### src/rtl/gpr_write_arbiter_if.sv
// Write-request and register-file-port bundle for gpr_write_arbiter.
// master: the requester/observer side; slave: the arbiter itself.
interface gpr_write_arbiter_if #(
  parameter int DW = 32,
  parameter int AW = 5
);
  logic          a_valid;
  logic [AW-1:0] a_addr;
  logic [DW-1:0] a_data;
  logic          a_ready;
  logic          b_valid;
  logic [AW-1:0] b_addr;
  logic [DW-1:0] b_data;
  logic          b_ready;
  logic          regwrite;
  logic [AW-1:0] m1out;
  logic [DW-1:0] m2out;
  logic [7:0]    zero_drops;
  logic          idle;

  modport master (
    output a_valid, a_addr, a_data, b_valid, b_addr, b_data,
    input  a_ready, b_ready, regwrite, m1out, m2out, zero_drops, idle
  );

  modport slave (
    input  a_valid, a_addr, a_data, b_valid, b_addr, b_data,
    output a_ready, b_ready, regwrite, m1out, m2out, zero_drops, idle
  );
endinterface

### src/rtl/gpr_write_arbiter.sv
// Two-requester round-robin arbiter for the single register-file write port.
// Each requester has a one-entry holding buffer; writes to $0 are swallowed
// here and counted instead of being sent to the register file.
module gpr_write_arbiter #(
  parameter int DW = 32,
  parameter int AW = 5
) (
  input logic              clk,
  input logic              reset,
  gpr_write_arbiter_if.slave bus
);
  logic          hold_a_v;
  logic [AW-1:0] hold_a_addr;
  logic [DW-1:0] hold_a_data;
  logic          hold_b_v;
  logic [AW-1:0] hold_b_addr;
  logic [DW-1:0] hold_b_data;
  logic          last_b;
  logic          grant_a;
  logic          grant_b;
  logic          a_ready;
  logic          b_ready;
  logic          take_a;
  logic          take_b;
  logic [AW-1:0] sel_addr;
  logic [DW-1:0] sel_data;
  logic          regwrite_q;
  logic [AW-1:0] m1out_q;
  logic [DW-1:0] m2out_q;
  logic [7:0]    zero_drops_q;

  // Round-robin grant over buffer valids; ready passes the grant through so a
  // granted full buffer can refill on the same edge.
  always_comb begin
    grant_a  = hold_a_v && (!hold_b_v || last_b);
    grant_b  = hold_b_v && !grant_a;
    a_ready  = !hold_a_v || grant_a;
    b_ready  = !hold_b_v || grant_b;
    take_a   = bus.a_valid && a_ready;
    take_b   = bus.b_valid && b_ready;
    sel_addr = grant_a ? hold_a_addr : hold_b_addr;
    sel_data = grant_a ? hold_a_data : hold_b_data;
  end

  // Holding buffer A: load on transfer, otherwise clear once granted.
  always_ff @(posedge clk or negedge reset) begin
    if (!reset) begin
      hold_a_v    <= 1'b0;
      hold_a_addr <= '0;
      hold_a_data <= '0;
    end else if (take_a) begin
      hold_a_v    <= 1'b1;
      hold_a_addr <= bus.a_addr;
      hold_a_data <= bus.a_data;
    end else if (grant_a) begin
      hold_a_v    <= 1'b0;
    end
  end

  // Holding buffer B: same behaviour as A.
  always_ff @(posedge clk or negedge reset) begin
    if (!reset) begin
      hold_b_v    <= 1'b0;
      hold_b_addr <= '0;
      hold_b_data <= '0;
    end else if (take_b) begin
      hold_b_v    <= 1'b1;
      hold_b_addr <= bus.b_addr;
      hold_b_data <= bus.b_data;
    end else if (grant_b) begin
      hold_b_v    <= 1'b0;
    end
  end

  // Round-robin pointer; reset to 1 so A wins the first contest.
  always_ff @(posedge clk or negedge reset) begin
    if (!reset) begin
      last_b <= 1'b1;
    end else if (grant_a) begin
      last_b <= 1'b0;
    end else if (grant_b) begin
      last_b <= 1'b1;
    end
  end

  // Registered write port; $0 grants become a drop count instead of a write.
  always_ff @(posedge clk or negedge reset) begin
    if (!reset) begin
      regwrite_q   <= 1'b0;
      m1out_q      <= '0;
      m2out_q      <= '0;
      zero_drops_q <= '0;
    end else if (grant_a || grant_b) begin
      if (sel_addr != '0) begin
        regwrite_q <= 1'b1;
        m1out_q    <= sel_addr;
        m2out_q    <= sel_data;
      end else begin
        regwrite_q <= 1'b0;
        if (zero_drops_q != 8'hFF) zero_drops_q <= zero_drops_q + 8'd1;
      end
    end else begin
      regwrite_q <= 1'b0;
    end
  end

  // Output drive.
  always_comb begin
    bus.a_ready    = a_ready;
    bus.b_ready    = b_ready;
    bus.regwrite   = regwrite_q;
    bus.m1out      = m1out_q;
    bus.m2out      = m2out_q;
    bus.zero_drops = zero_drops_q;
    bus.idle       = !hold_a_v && !hold_b_v && !regwrite_q;
  end
endmodule

### src/flat_wrapper.sv
// flat-port wrapper written by rule: the top's interface ports become plain ports
module gpr_write_arbiter_flat 
#(
  parameter int DW = 32,
  parameter int AW = 5
)
  (clk, reset, bus_a_valid, bus_a_addr, bus_a_data, bus_b_valid, bus_b_addr, bus_b_data, bus_a_ready, bus_b_ready, bus_regwrite, bus_m1out, bus_m2out, bus_zero_drops, bus_idle);
  gpr_write_arbiter_if #(.DW(DW), .AW(AW)) bus_i ();
  input logic clk;
  input logic reset;
  input wire logic [$bits(bus_i.a_valid)-1:0] bus_a_valid;
  input wire logic [$bits(bus_i.a_addr)-1:0] bus_a_addr;
  input wire logic [$bits(bus_i.a_data)-1:0] bus_a_data;
  input wire logic [$bits(bus_i.b_valid)-1:0] bus_b_valid;
  input wire logic [$bits(bus_i.b_addr)-1:0] bus_b_addr;
  input wire logic [$bits(bus_i.b_data)-1:0] bus_b_data;
  output wire logic [$bits(bus_i.a_ready)-1:0] bus_a_ready;
  output wire logic [$bits(bus_i.b_ready)-1:0] bus_b_ready;
  output wire logic [$bits(bus_i.regwrite)-1:0] bus_regwrite;
  output wire logic [$bits(bus_i.m1out)-1:0] bus_m1out;
  output wire logic [$bits(bus_i.m2out)-1:0] bus_m2out;
  output wire logic [$bits(bus_i.zero_drops)-1:0] bus_zero_drops;
  output wire logic [$bits(bus_i.idle)-1:0] bus_idle;
  assign bus_i.a_valid = bus_a_valid;
  assign bus_i.a_addr = bus_a_addr;
  assign bus_i.a_data = bus_a_data;
  assign bus_i.b_valid = bus_b_valid;
  assign bus_i.b_addr = bus_b_addr;
  assign bus_i.b_data = bus_b_data;
  assign bus_a_ready = bus_i.a_ready;
  assign bus_b_ready = bus_i.b_ready;
  assign bus_regwrite = bus_i.regwrite;
  assign bus_m1out = bus_i.m1out;
  assign bus_m2out = bus_i.m2out;
  assign bus_zero_drops = bus_i.zero_drops;
  assign bus_idle = bus_i.idle;
  gpr_write_arbiter #(.DW(DW), .AW(AW)) u_core (.clk(clk), .reset(reset), .bus(bus_i));
endmodule
### config.mk
export PLATFORM = sky130hd
export DESIGN_NAME = gpr_write_arbiter_flat
export DESIGN_NICKNAME = d
export VERILOG_FILES = /design/src/rtl/gpr_write_arbiter_if.sv /design/src/rtl/gpr_write_arbiter.sv /design/src/flat_wrapper.sv
export SDC_FILE = /design/constraint.sdc
export NUM_CORES = 1
export LEC_CHECK = 0
export ABC_CLOCK_PERIOD_IN_PS = 3100
export BUFFER_PORTS_ARGS = -buffer_cell sky130_fd_sc_hd__buf_4
export CAP_MARGIN = 0
export CORE_UTILIZATION = 43
export DETAILED_ROUTE_END_ITERATION = 6
export PLACE_DENSITY = 0.66
export SLEW_MARGIN = 20
export SYNTH_ARGS = -nofsm -noshare
export SYNTH_HDL_FRONTEND = slang
export SYNTH_SLANG_ARGS = --single-unit
### constraint.sdc
create_clock -name clk -period 3.1 [get_ports clk]
set_input_delay 0.62 -clock clk [delete_from_list [all_inputs] [get_ports clk]]
set_output_delay 0.62 -clock clk [all_outputs]
set_load 0.01 [all_outputs]
==> impl_metrics.py <==
metrics = {
    "run_status": {
        "status": "finished with violations",
        "violations": "design-rule violations",
    },
    "placed_design": {
        "hpwl_um": 7390,
        "gp_congestion": 0.722,
        "io_buffers": 126,
        "placed_area_mm2": 0.00637,
    },
    "logic_synthesis": {
        "synth_area_mm2": 0.00522,
        "synthDistinctLibCells": 30,
        "ys_ff_latch": 123,
        "synthSimpleGateAreaFrac": 0.0273,
        "yosysWarnings": 0,
        "synthMuxAreaShare": 0.333,
        "synth-async-reset-ratio": 1.00,
        "synth-edff-count": 0,
        "synth_fa_ha_area_frac": 0.00240,
        "synthXorXnorAreaFrac": 0.0117,
        "synth_fp_nets": 405,
        "synth_compound_area_frac": 0.0185,
        "seq_area_frac_synth": 0.590,
        "synth_ff_type": "dfrtp_1",
        "netlist_instances": 326,
        "synth_top_family_by_area": "multiplexers",
        "syn_avg_cell_area_um2": 16.0,
    },
    "min_path": {
        "hold_path_class": "in -> async",
    },
    "global_routing": {
        "grt_start_max_net_pins": 53,
        "grt_pass1_wl_um": 18100,
        "grt-ovfl-total": 0,
        "grt_pass1_vias": 3458,
        "antenna_found_initial": 0,
        "grt_usage": 0.191,
    },
    "worst_setup_path": {
        "start_kind": "register",
        "cp_data_required_time_ns": 3.39,
        "critPathTopFamily": "simple AND/OR/NAND/NOR gates",
        "crit_chain": "or4_4 -> nor4_4 -> nor3_4 -> buf_4 -> mux2_4",
        "worst-path-max-fanout": 22,
        "r2r-start": "u_core.hold_a_addr[2]",
        "critPathArrivalTime_ns": 2.49,
        "path_buf_inv": 1,
        "rrSetupSlack_ns": 0.90,
        "worstSetupPathType": "reg -> reg",
        "rr_worst_depth": 5,
        "cp_slowest_stage_delay_ns": 0.55,
        "reg2reg_to": "u_core.bus.m2out[15]",
        "slowest_stage": "or4_4",
        "cp-end-kind": "register",
    },
    "clock_network": {
        "cts_setup_buffers": 0,
        "cts_tree": "built",
        "cts.sinks": 123,
        "cts_max_level": 4,
        "clock_latency_ns": 0.41,
        "postCtsHoldBufs": 0,
        "cts_resized": 0,
        "clockRootBuffer": "clkbuf_16",
        "cts_buffers": 17,
        "clock_path_buffers": 2,
        "clkTransAtPathRegs_ns": 0.05,
    },
    "route": {
        "drtAntennaViolNets": 0,
        "drc_errors": 9,
        "drt_pre_antenna_iters": 7,
        "vias": 3165,
        "drt-total-wl_um": 10800,
        "first_iter_violations": 170,
        "vias_per_cell": 5.12,
        "wl_per_cell_um": 17.6,
    },
    "power": {
        "cellLeakagePower_nw": 3.21,
        "power.density_mw_per_mm2": 939,
        "ir_worst_vdd_uv": 464,
    },
    "die": {
        "die_w_um": 112,
        "core_area_mm2": 0.0116,
        "io_pins": 127,
        "rows": 39,
        "start_util": 0.449,
        "die_h_um": 112,
        "die_area_mm2": 0.0126,
    },
    "layout": {
        "mostFrequentLayoutCell": "buf_4",
        "fin_nets": 543,
        "diodes": 0,
        "fin_area_mm2": 0.00699,
        "fillerInstances": 941,
        "multi_input_area_mm2": 0.00207,
        "area_growth_pct": 34.0,
        "drive_above_1_share": 0.667,
        "layout_common_cells": "buf_4 (130), mux2_2 (127), dfrtp_1 (122)",
        "seqCellArea_mm2": 0.00308,
    },
    "sta": {
        "finalClockSkew_ns": 0.00721,
        "setup_viol": 0,
        "rsz0062_at_grt": "no",
        "tns_ns": 0,
        "min_period_ns": 2.20,
        "drv_slew": 0,
        "fin_crit_sh": 0.710,
        "max_slew_margin": 0.635,
        "fmax_ghz": 0.454,
        "hold_violations": 0,
        "worst_slew_pin_slew_ns": 0.540,
    },
    "job": {
        "maxCapViolations": 0,
    },
}
## state kept, by name, indices dropped and copies added, names as in the netlist, 5 cells and up
signal	flops
u_core.bus.m2out	32
u_core.hold_b_data	32
u_core.bus.m1out	5
u_core.bus.zero_drops	8
u_core.hold_a_addr	5
u_core.hold_b_addr	5
u_core.hold_a_data	32
## worst register-to-register path, delay by kind of cell, from the launching register on
kind	cells	cell delay, ns
and+or+nand+nor	3	1.10
DFF	1	0.38
muxes	1	0.34
buffers and inverters	1	0.25
## area by class of cell
| class | instances | area share |
|---|---|---|
| clock inverters | 8 | 0.0200 |
| well taps | 143 | 0.0256 |
| inverters | 2 | 0.00107 |
| flip-flops and latches | 123 | 0.440 |
| multi-input cells | 187 | 0.296 |
| repair buffers | 133 | 0.148 |
| clock buffers | 22 | 0.0692 |
## worst max path at each step
stage	start	to	slack, ns	cells after the start
finish	u_core.hold_a_addr[2]	u_core.bus.m2out[15]	0.90	5
global route	u_core.hold_a_addr[2]	u_core.bus.m2out[15]	0.80	5
CTS	u_core.hold_a_addr[2]	u_core.bus.m2out[15]	0.88	5
detailed placement	u_core.hold_a_addr[2]	u_core.bus.m2out[16]	0.91	5
global placement	u_core.hold_a_addr[2]	u_core.bus.m2out[16]	0.96	5
floorplan	u_core.hold_a_addr[2]	u_core.bus.m2out[11]	1.02	6
## cells in the mapped netlist (2+ instances only)
cell type,n,area (um2)
clkbuf_1,7,26.3
and3_1,2,12.5
mux2_4,20,300
buf_2,4,20.0
nand2b_1,3,18.8
buf_6,3,33.8
mux2_2,127,1430
o211ai_1,3,22.5
inv_1,2,7.51
nand2_1,4,15.0
o2111ai_1,3,26.3
xnor2_1,7,61.3
dfrtp_1,122,3050
and4_1,3,26.3
## power by group
part	internal, mW	switching, mW
logic	1.23	0.758
clock network	1.41	0.666
registers	2.16	0.337
total	4.81	1.76
## routing by layer
layer,track usage,up-vias,share of wire
met4,0.0720,0,0.0077
met1,0.236,1605,0.42
met2,0.310,90,0.50
met3,0.0680,11,0.066
met5,0,-,0
li1,-,1459,-
## metrics by stage
step           setup slack (ns)  hold WS, ns  cells  total power, mW   util
2_1_floorplan              1.02        0.324    326             3.70      -
3_3_place_gp              0.957        0.477    588             4.48  0.548
3_5_place_dp              0.911        0.488    588             4.54  0.548
4_1_cts                   0.884        0.203    618             6.66  0.602
5_1_grt                   0.801        0.222    618             6.93  0.602
6_report                  0.900        0.191    618             6.57  0.602
## kinds of logic after synthesis
group / after synthesis
xor+xnor: 7
buf+inv: 16
mux: 148
compound gates: 11
fa+ha+maj: 1
flops: 123
simple gates: 20
No activity file was read; power rests on OpenSTA's default activity.
